## config.mk

```make
export PLATFORM = sky130hd
export DESIGN_NAME = mem_arb_ctrl
export DESIGN_NICKNAME = d
export VERILOG_FILES = /design/src/rtl/mem_arb_ctrl_pkg.sv /design/src/rtl/mem_arb_ctrl_beat_ctr.sv /design/src/rtl/mem_arb_ctrl.sv
export SDC_FILE = /design/constraint.sdc
export NUM_CORES = 1
export LEC_CHECK = 0
export ABC_AREA = 1
export CAP_MARGIN = 10
export CORE_MARGIN = 5
export CORE_UTILIZATION = 41
export DETAILED_ROUTE_END_ITERATION = 6
export GPL_ROUTABILITY_DRIVEN = 0
export HOLD_SLACK_MARGIN = 0.1
export PLACE_DENSITY_LB_ADDON = 0.12
export SETUP_SLACK_MARGIN = 0.05
export SLEW_MARGIN = 20
export SYNTH_ARGS = -nofsm -noshare
export SYNTH_HDL_FRONTEND = slang
export SYNTH_SLANG_ARGS = --single-unit
```

## constraint.sdc

```tcl
create_clock -name clk -period 1.95 [get_ports clk]
set_input_delay 0.585 -clock clk [delete_from_list [all_inputs] [get_ports clk]]
set_output_delay 0.585 -clock clk [all_outputs]
set_load 0.02 [all_outputs]
```

## src/rtl/mem_arb_ctrl_pkg.sv

```systemverilog
// Shared definitions for the I/D line-fill memory arbiter.
// Line geometry, FSM encoding and the per-transaction record.
package mem_arb_ctrl_pkg;

  localparam int ADDR_W     = 16;
  localparam int LINE_BEATS = 4;
  localparam int IDX_W      = $clog2(LINE_BEATS);
  localparam int OFF_W      = IDX_W + 1;
  localparam int LINE_W     = ADDR_W - OFF_W;

  typedef enum logic [1:0] {
    S_IDLE = 2'd0,
    S_WB   = 2'd1,
    S_FILL = 2'd2,
    S_DONE = 2'd3
  } state_e;

  typedef struct packed {
    logic              side_d;
    logic              wb;
    logic [LINE_W-1:0] miss;
    logic [LINE_W-1:0] vict;
  } txn_t;

  function automatic logic [ADDR_W-1:0] beat_addr(
    input logic [LINE_W-1:0] line,
    input logic [IDX_W-1:0]  idx
  );
    return {line, idx, 1'b0};
  endfunction

endpackage

```

## src/rtl/mem_arb_ctrl_beat_ctr.sv

```systemverilog
// One-hot beat sequencer: rotates on each completed beat,
// restart parks it on beat 0.
module beat_ctr
  import mem_arb_ctrl_pkg::*;
(
  input  logic             clk,
  input  logic             rst,
  input  logic             en_i,
  input  logic             restart_i,
  output logic [IDX_W-1:0] idx_o,
  output logic             last_o
);

  logic [LINE_BEATS-1:0] oh_q;
  logic [LINE_BEATS-1:0] oh_d;

  always_comb begin
    oh_d = oh_q;
    if (restart_i) begin
      oh_d = LINE_BEATS'(1);
    end else if (en_i) begin
      oh_d = {oh_q[LINE_BEATS-2:0],
              oh_q[LINE_BEATS-1]};
    end
  end

  always_ff @(posedge clk) begin
    if (!rst) begin
      oh_q <= LINE_BEATS'(1);
    end else begin
      oh_q <= oh_d;
    end
  end

  always_comb begin
    idx_o = '0;
    for (int i = 0; i < LINE_BEATS; i++) begin
      if (oh_q[i]) begin
        idx_o = IDX_W'(i);
      end
    end
  end

  assign last_o = oh_q[LINE_BEATS-1];

endmodule

```

## src/rtl/mem_arb_ctrl.sv

```systemverilog
// Round-robin arbiter between I-side fills and D-side
// writeback+fill, sequencing 4-beat line transfers.
module mem_arb_ctrl
  import mem_arb_ctrl_pkg::*;
(
  input  logic              clk,
  input  logic              rst,
  input  logic              ireq,
  input  logic [ADDR_W-1:0] iaddr,
  input  logic              dreq,
  input  logic              dwb,
  input  logic [ADDR_W-1:0] daddr,
  input  logic [ADDR_W-1:0] dvaddr,
  input  logic              mem_stall,
  output logic [ADDR_W-1:0] mem_addr,
  output logic              mem_rd,
  output logic              mem_wr,
  output logic [IDX_W-1:0]  idx,
  output logic              fill_we,
  output logic              igrant,
  output logic              dgrant,
  output logic              busy,
  output logic              done_i,
  output logic              done_d
);

  state_e state_q;
  state_e state_d;
  txn_t   txn_q;
  txn_t   txn_d;
  logic   last_d_q;
  logic   last_d_d;

  logic   in_beat;
  logic   beat_en;
  logic   beat_last;
  logic   gnt_d;

  assign in_beat = (state_q == S_WB) ||
                   (state_q == S_FILL);
  assign beat_en = in_beat && !mem_stall;

  beat_ctr u_beat (
    .clk       (clk),
    .rst       (rst),
    .en_i      (beat_en),
    .restart_i (state_q == S_IDLE),
    .idx_o     (idx),
    .last_o    (beat_last)
  );

  always_ff @(posedge clk) begin
    if (!rst) begin
      state_q  <= S_IDLE;
      txn_q    <= '0;
      last_d_q <= 1'b0;
    end else begin
      state_q  <= state_d;
      txn_q    <= txn_d;
      last_d_q <= last_d_d;
    end
  end

  // Data wins a tie unless it was the last side served.
  assign gnt_d = dreq && (!ireq || !last_d_q);

  always_comb begin
    state_d  = state_q;
    txn_d    = txn_q;
    last_d_d = last_d_q;
    unique case (state_q)
      S_IDLE: begin
        if (ireq || dreq) begin
          txn_d.side_d = gnt_d;
          txn_d.wb     = gnt_d && dwb;
          txn_d.miss   = gnt_d ? daddr[ADDR_W-1:OFF_W]
                               : iaddr[ADDR_W-1:OFF_W];
          txn_d.vict   = dvaddr[ADDR_W-1:OFF_W];
          last_d_d     = gnt_d;
          state_d      = (gnt_d && dwb) ? S_WB : S_FILL;
        end
      end
      S_WB: begin
        if (beat_en && beat_last) begin
          state_d = S_FILL;
        end
      end
      S_FILL: begin
        if (beat_en && beat_last) begin
          state_d = S_DONE;
        end
      end
      S_DONE: begin
        state_d = S_IDLE;
      end
      default: begin
        state_d = S_IDLE;
      end
    endcase
  end

  always_comb begin
    mem_addr = '0;
    mem_rd   = 1'b0;
    mem_wr   = 1'b0;
    done_i   = 1'b0;
    done_d   = 1'b0;
    busy     = state_q != S_IDLE;
    igrant   = busy && !txn_q.side_d;
    dgrant   = busy && txn_q.side_d;
    unique case (1'b1)
      state_q == S_WB: begin
        mem_wr   = 1'b1;
        mem_addr = beat_addr(txn_q.vict, idx);
      end
      state_q == S_FILL: begin
        mem_rd   = 1'b1;
        mem_addr = beat_addr(txn_q.miss, idx);
      end
      state_q == S_DONE: begin
        done_i = !txn_q.side_d;
        done_d = txn_q.side_d;
      end
      default: begin
      end
    endcase
    fill_we = mem_rd && !mem_stall;
  end

endmodule
```

======== Yosys cells after proc, flatten, opt, wreduce, memory -nomap -nowiden ========
Cells that the tools add are included.
word-level totals
  register bits ........................... 33
  input bits .............................. 54
  word-level logic and storage cells ...... 44
cells by class
  eq/ne operators ......................... 6
  multiplexer cells ....................... 14
  bitwise logic cells ..................... 1
  reduce and logical (&&, ||, !) cells .... 18
operators with widths
  operator            number
  $pmux 16 s2         1
  $mux 13             1
  $mux 2              6
  $pmux 2 s4          1
  $logic_and 1x1->1   7
  $mux 1              5
  $eq 2x2->1 const B  2
  $ne 2x1->1 const B  2
  $logic_not 1->1     3
  $logic_or 1x1->1    3
  $reduce_and 3->1    1
  $eq 2x1->1 const B  1
  $logic_not 2->1     1
  $ne 2x2->1 const B  1
  $reduce_and 2->1    1
  $reduce_bool 2->1   1
  $reduce_or 2->1     1
  $not 1->1           1

======== Depth between registers and ports, before layout ========
  depth in word-level cells ............... 7
  depth in mapped cells ................... 9
  mapped depth without buffers ............ 9

======== By module ========
A second synthesis with hierarchy kept.
unflattened totals
  cells, all modules ...................... 289
  area, all modules ....................... 1810.5 um2
by module, submodules not included
  module        times used  cells an instance  area an instance (um2)  seq. area each (um2)
  mem_arb_ctrl  1           266                1647.8                  580.6
  beat_ctr      1           23                 162.7                   80.1

======== Worst setup path before layout ========
Ideal clock, no wire load.
  path type ............................... reg-to-output
  from .................................... register state_q[0]
  to ...................................... output mem_addr[10]
  arrival ................................. 1.488 ns
  data required time ...................... 1.365 ns
  setup slack ............................. -0.123 ns
  cell stages (with the launch flop) ...... 6
  path buffers ............................ 1
  cells stage by stage .................... dfxtp_1 -> inv_1 -> ha_1 -> clkbuf_1 -> nand2_1 -> a21oi_1
between the ends
  longest elaborated chain between the ends .. 2
  elaborated cells on any way between the ends .. 3
ends and longest elaborated chain
  what                                      RTL line                                  RTL
  start: declaration                        mem_arb_ctrl.sv:27                        state_e state_q;
  start signal: assignment                  mem_arb_ctrl.sv:58                        state_q <= state_d;
  $eq 2x2->1 or $eq 2x1->1 (tied branches)  mem_arb_ctrl.sv:116, mem_arb_ctrl.sv:112
  $pmux 16 s2 *                             mem_arb_ctrl.sv:111                       unique case (1'b1)
  end: declaration                          mem_arb_ctrl.sv:15                        output logic [ADDR_W-1:0] mem_addr,
Every way passes the cells marked *; elsewhere a longest branch is shown, timed or not.

======== Worst setup path in the final report ========
  from .................................... register state_q[1]
  to ...................................... output mem_addr[15]
The elaborated chain is that of the path after synthesis.

==> results_dict.tcl <==
set metrics [dict create \
    status "finished, violations left" \
    violations "setup timing" \
    clk_pin_slew_ns 0.07 \
    io_buffers 69 \
    finalHoldViolCount 0 \
    synth-seq-cells 33 \
    grt_util_all_layers 0.178 \
    dr.pass1.iters 4 \
    antenna_cells 0 \
    worstPathArrival_ns 1.47 \
    grt_pass1_wl_mm 7.76 \
    ys.warnings.count 0 \
    fin_skew_ns 0.00477 \
    min_path_type "reg2reg" \
    wl_mm 4.99 \
    avgSynthCellArea_um2 6.22 \
    numCtsBuffers 5 \
    worstReg2RegStart "state_q[0]$_SDFFE_PN0P_" \
    avgRoutedWirePerCell_um 12.0 \
    finalWorstSetupSlack_ns -0.108 \
    hold_depth 2 \
    post-route-cell-area_um2 2840 \
    final_nets 423 \
    end_kind "output pin" \
    vias 1965 \
    worstRegToRegCells 9 \
    placedInstanceArea_um2 2630 \
    clock.fmax_mhz 486 \
    worst_hold_path.endpoint "u_beat.oh_q[0]$_SDFFE_PP1P_" \
    fillCellCount 396 \
    synth-seq-area-share 0.373 \
    switching_share 0.410 \
    fp-row-count 24 \
    multi_input_area_um2 1030 \
    drtIter0Drc 61 \
    io_pins 80 \
    slew_violations 0 \
    initial_utilization 0.415 \
    seqCellArea_um2 666 \
    utilization 0.666 \
    core_um2 4260 \
    die_h_um 75.7 \
    clkPwrFrac 0.144 \
    setup_viol 16 \
    finalCritPeriodShare 1.06 \
    antenna_found_initial 0 \
    cts_tree "done" \
    reg2reg_slack_ns 0.52 \
    cap_violations 0 \
    p_per_area_nw_per_um2 1260 \
    area_growth_syn_to_layout_pct 60.4 \
    drtAntennaViolNets 0 \
    mostFrequentLayoutCells "82 x nor2_1, 61 x nand2_1, 44 x clkdlybuf4s50_1, 31 x dfxtp_1, 29 x o21ai_0" \
    grt_pass1_vias 1816 \
    period_needed_ns 2.06 \
    clock-sinks 33 \
    drive_gt1_frac 0.219 \
    syn_nets 343 \
    cp_max_fo 6 \
    htreeDepth 2 \
    cts-root-buf "clkbuf_8" \
    die_x_um 75.7 \
    drc 0 \
    power_frac_comb 0.558 \
    dp_hpwl_mm 3.57 \
    startpoint_type "flop" \
    hold_buffers 0 \
    p_int_mw 2.10 \
    worst_ep_required_time_ns 1.36 \
    p_leak_nw 1.31 \
    yosysUniqueCellTypes 20 \
    final_common_cell "nor2_1" \
    grt_max_degree 32 \
    hp-start "u_beat.oh_q[0]$_SDFFE_PP1P_" \
    seqPwrFrac 0.298 \
    dieArea_um2 5740 \
    rsz0062_at_grt "yes" \
    insertion_delay_ns 0.28 \
    r2r_end "txn_q[17]$_SDFFE_PN0P_" \
    path_class "reg2out" \
    vias_per_cell 4.71 \
    cts_max_path_buffers 2 \
    p_switching_mw 1.46 \
    gr-total-overflow 0 \
    ir_drop_mv 0.858 \
    syn_inst 285 \
    syn-cell-area_um2 1770 \
]
-- repair_timing --
action	4_1_cts	5_1_grt
pin swaps	5	11
buffers inserted	0	2
cloned	1	1
resized for setup	112	30
setup endpoints to repair	25	20
-- registers in the layout (all words and copies together) (netlist names) --
name         flops
txn_q           26
u_beat.oh_q      4
state_q          2
last_d_q         1
-- per-stage QoR --
| step | setup TNS [ns] | instances | total power, mW | setup slack (ns) | hold WS [ns] |
|---|---|---|---|---|---|
| finish | -1.13 | 417 | 3.57 | -0.108 | 0.476 |
| CTS | -0.824 | 414 | 3.42 | -0.103 | 0.474 |
| global placement | -4.35 | 406 | 2.81 | -0.348 | 0.439 |
| floorplan | 0 | 285 | 2.11 | 0.0335 | 0.424 |
| detailed placement | -4.53 | 406 | 2.84 | -0.359 | 0.456 |
| global route | -2.33 | 417 | 3.86 | -0.178 | 0.496 |
-- area by class of cell --
cell class | instances | area share
Clock buffer | 7 | 0.0304
Multi-Input combinational cell | 209 | 0.364
Timing Repair Buffer | 88 | 0.310
Tap cell | 52 | 0.0229
Inverter | 28 | 0.0379
Sequential cell | 33 | 0.234
-- worst max-delay path by stage --
stage,start,endpoint,slack (ns),depth (start not counted)
floorplan,state_q[0]$_SDFFE_PN0P_,mem_addr[10],0.03,5
global placement,mem_stall,fill_we,-0.35,3
detailed placement,mem_stall,fill_we,-0.36,3
CTS,state_q[0]$_SDFFE_PN0P_,mem_addr[2],-0.10,8
global route,state_q[1]$_SDFFE_PN0P_,mem_addr[15],-0.18,6
finish,state_q[1]$_SDFFE_PN0P_,mem_addr[15],-0.11,6
-- cells in the mapped netlist --
| library cell | n | area, um^2 |
|---|---|---|
| o21ai_4 | 1 | 16.3 |
| nand2_1 | 67 | 251 |
| buf_8 | 1 | 15.0 |
| inv_2 | 1 | 3.75 |
| nand2_2 | 1 | 6.26 |
| a21oi_1 | 18 | 90.1 |
| clkbuf_1 | 5 | 18.8 |
| dfxtp_1 | 33 | 661 |
| clkbuf_2 | 2 | 10.0 |
| nor2_1 | 83 | 312 |
| inv_1 | 27 | 101 |
| nand3_1 | 3 | 15.0 |
| buf_6 | 3 | 33.8 |
| buf_2 | 3 | 15.0 |
| ha_1 | 4 | 50.1 |
| buf_4 | 1 | 7.51 |
| o21ai_1 | 1 | 5.00 |
| nand2_4 | 1 | 11.3 |
| o21ai_0 | 29 | 145 |
| conb_1 | 1 | 3.75 |
-- power groups by stage --
stage          clock, mW  sequential [mW]  combinational (mW)
2_1_floorplan          0             1.02                1.09
3_3_place_gp           0             1.04                1.77
3_5_place_dp           0             1.05                1.79
4_1_cts            0.529             1.04                1.85
5_1_grt            0.565             1.09                2.20
6_report           0.514             1.06                1.99
-- per-layer routing --
metal	share of wire	GRT usage
met1	0.41	0.202
met3	0.067	0.0633
met4	0.016	0.0583
met2	0.51	0.312
met5	0	0
-- worst max-delay path, cell delays in order (launching register included) --
cell       delay, ns
dfxtp_4         0.36
buf_6           0.10
ha_4            0.20
clkbuf_16       0.16
nand2_1         0.07
a21oi_2         0.14
buf_4           0.16
-- cell families (layout without fill, tap and decap cells) --
kind of cell	Yosys count	in the layout	share of synthesized area
simple gates	155	155	0.336
buf+inv	43	123	0.116
other cells	1	1	0.00212
flops	33	33	0.373
fa+ha+maj	4	4	0.0282
compound gates	49	49	0.145
Power figures use the tool's default switching activity.
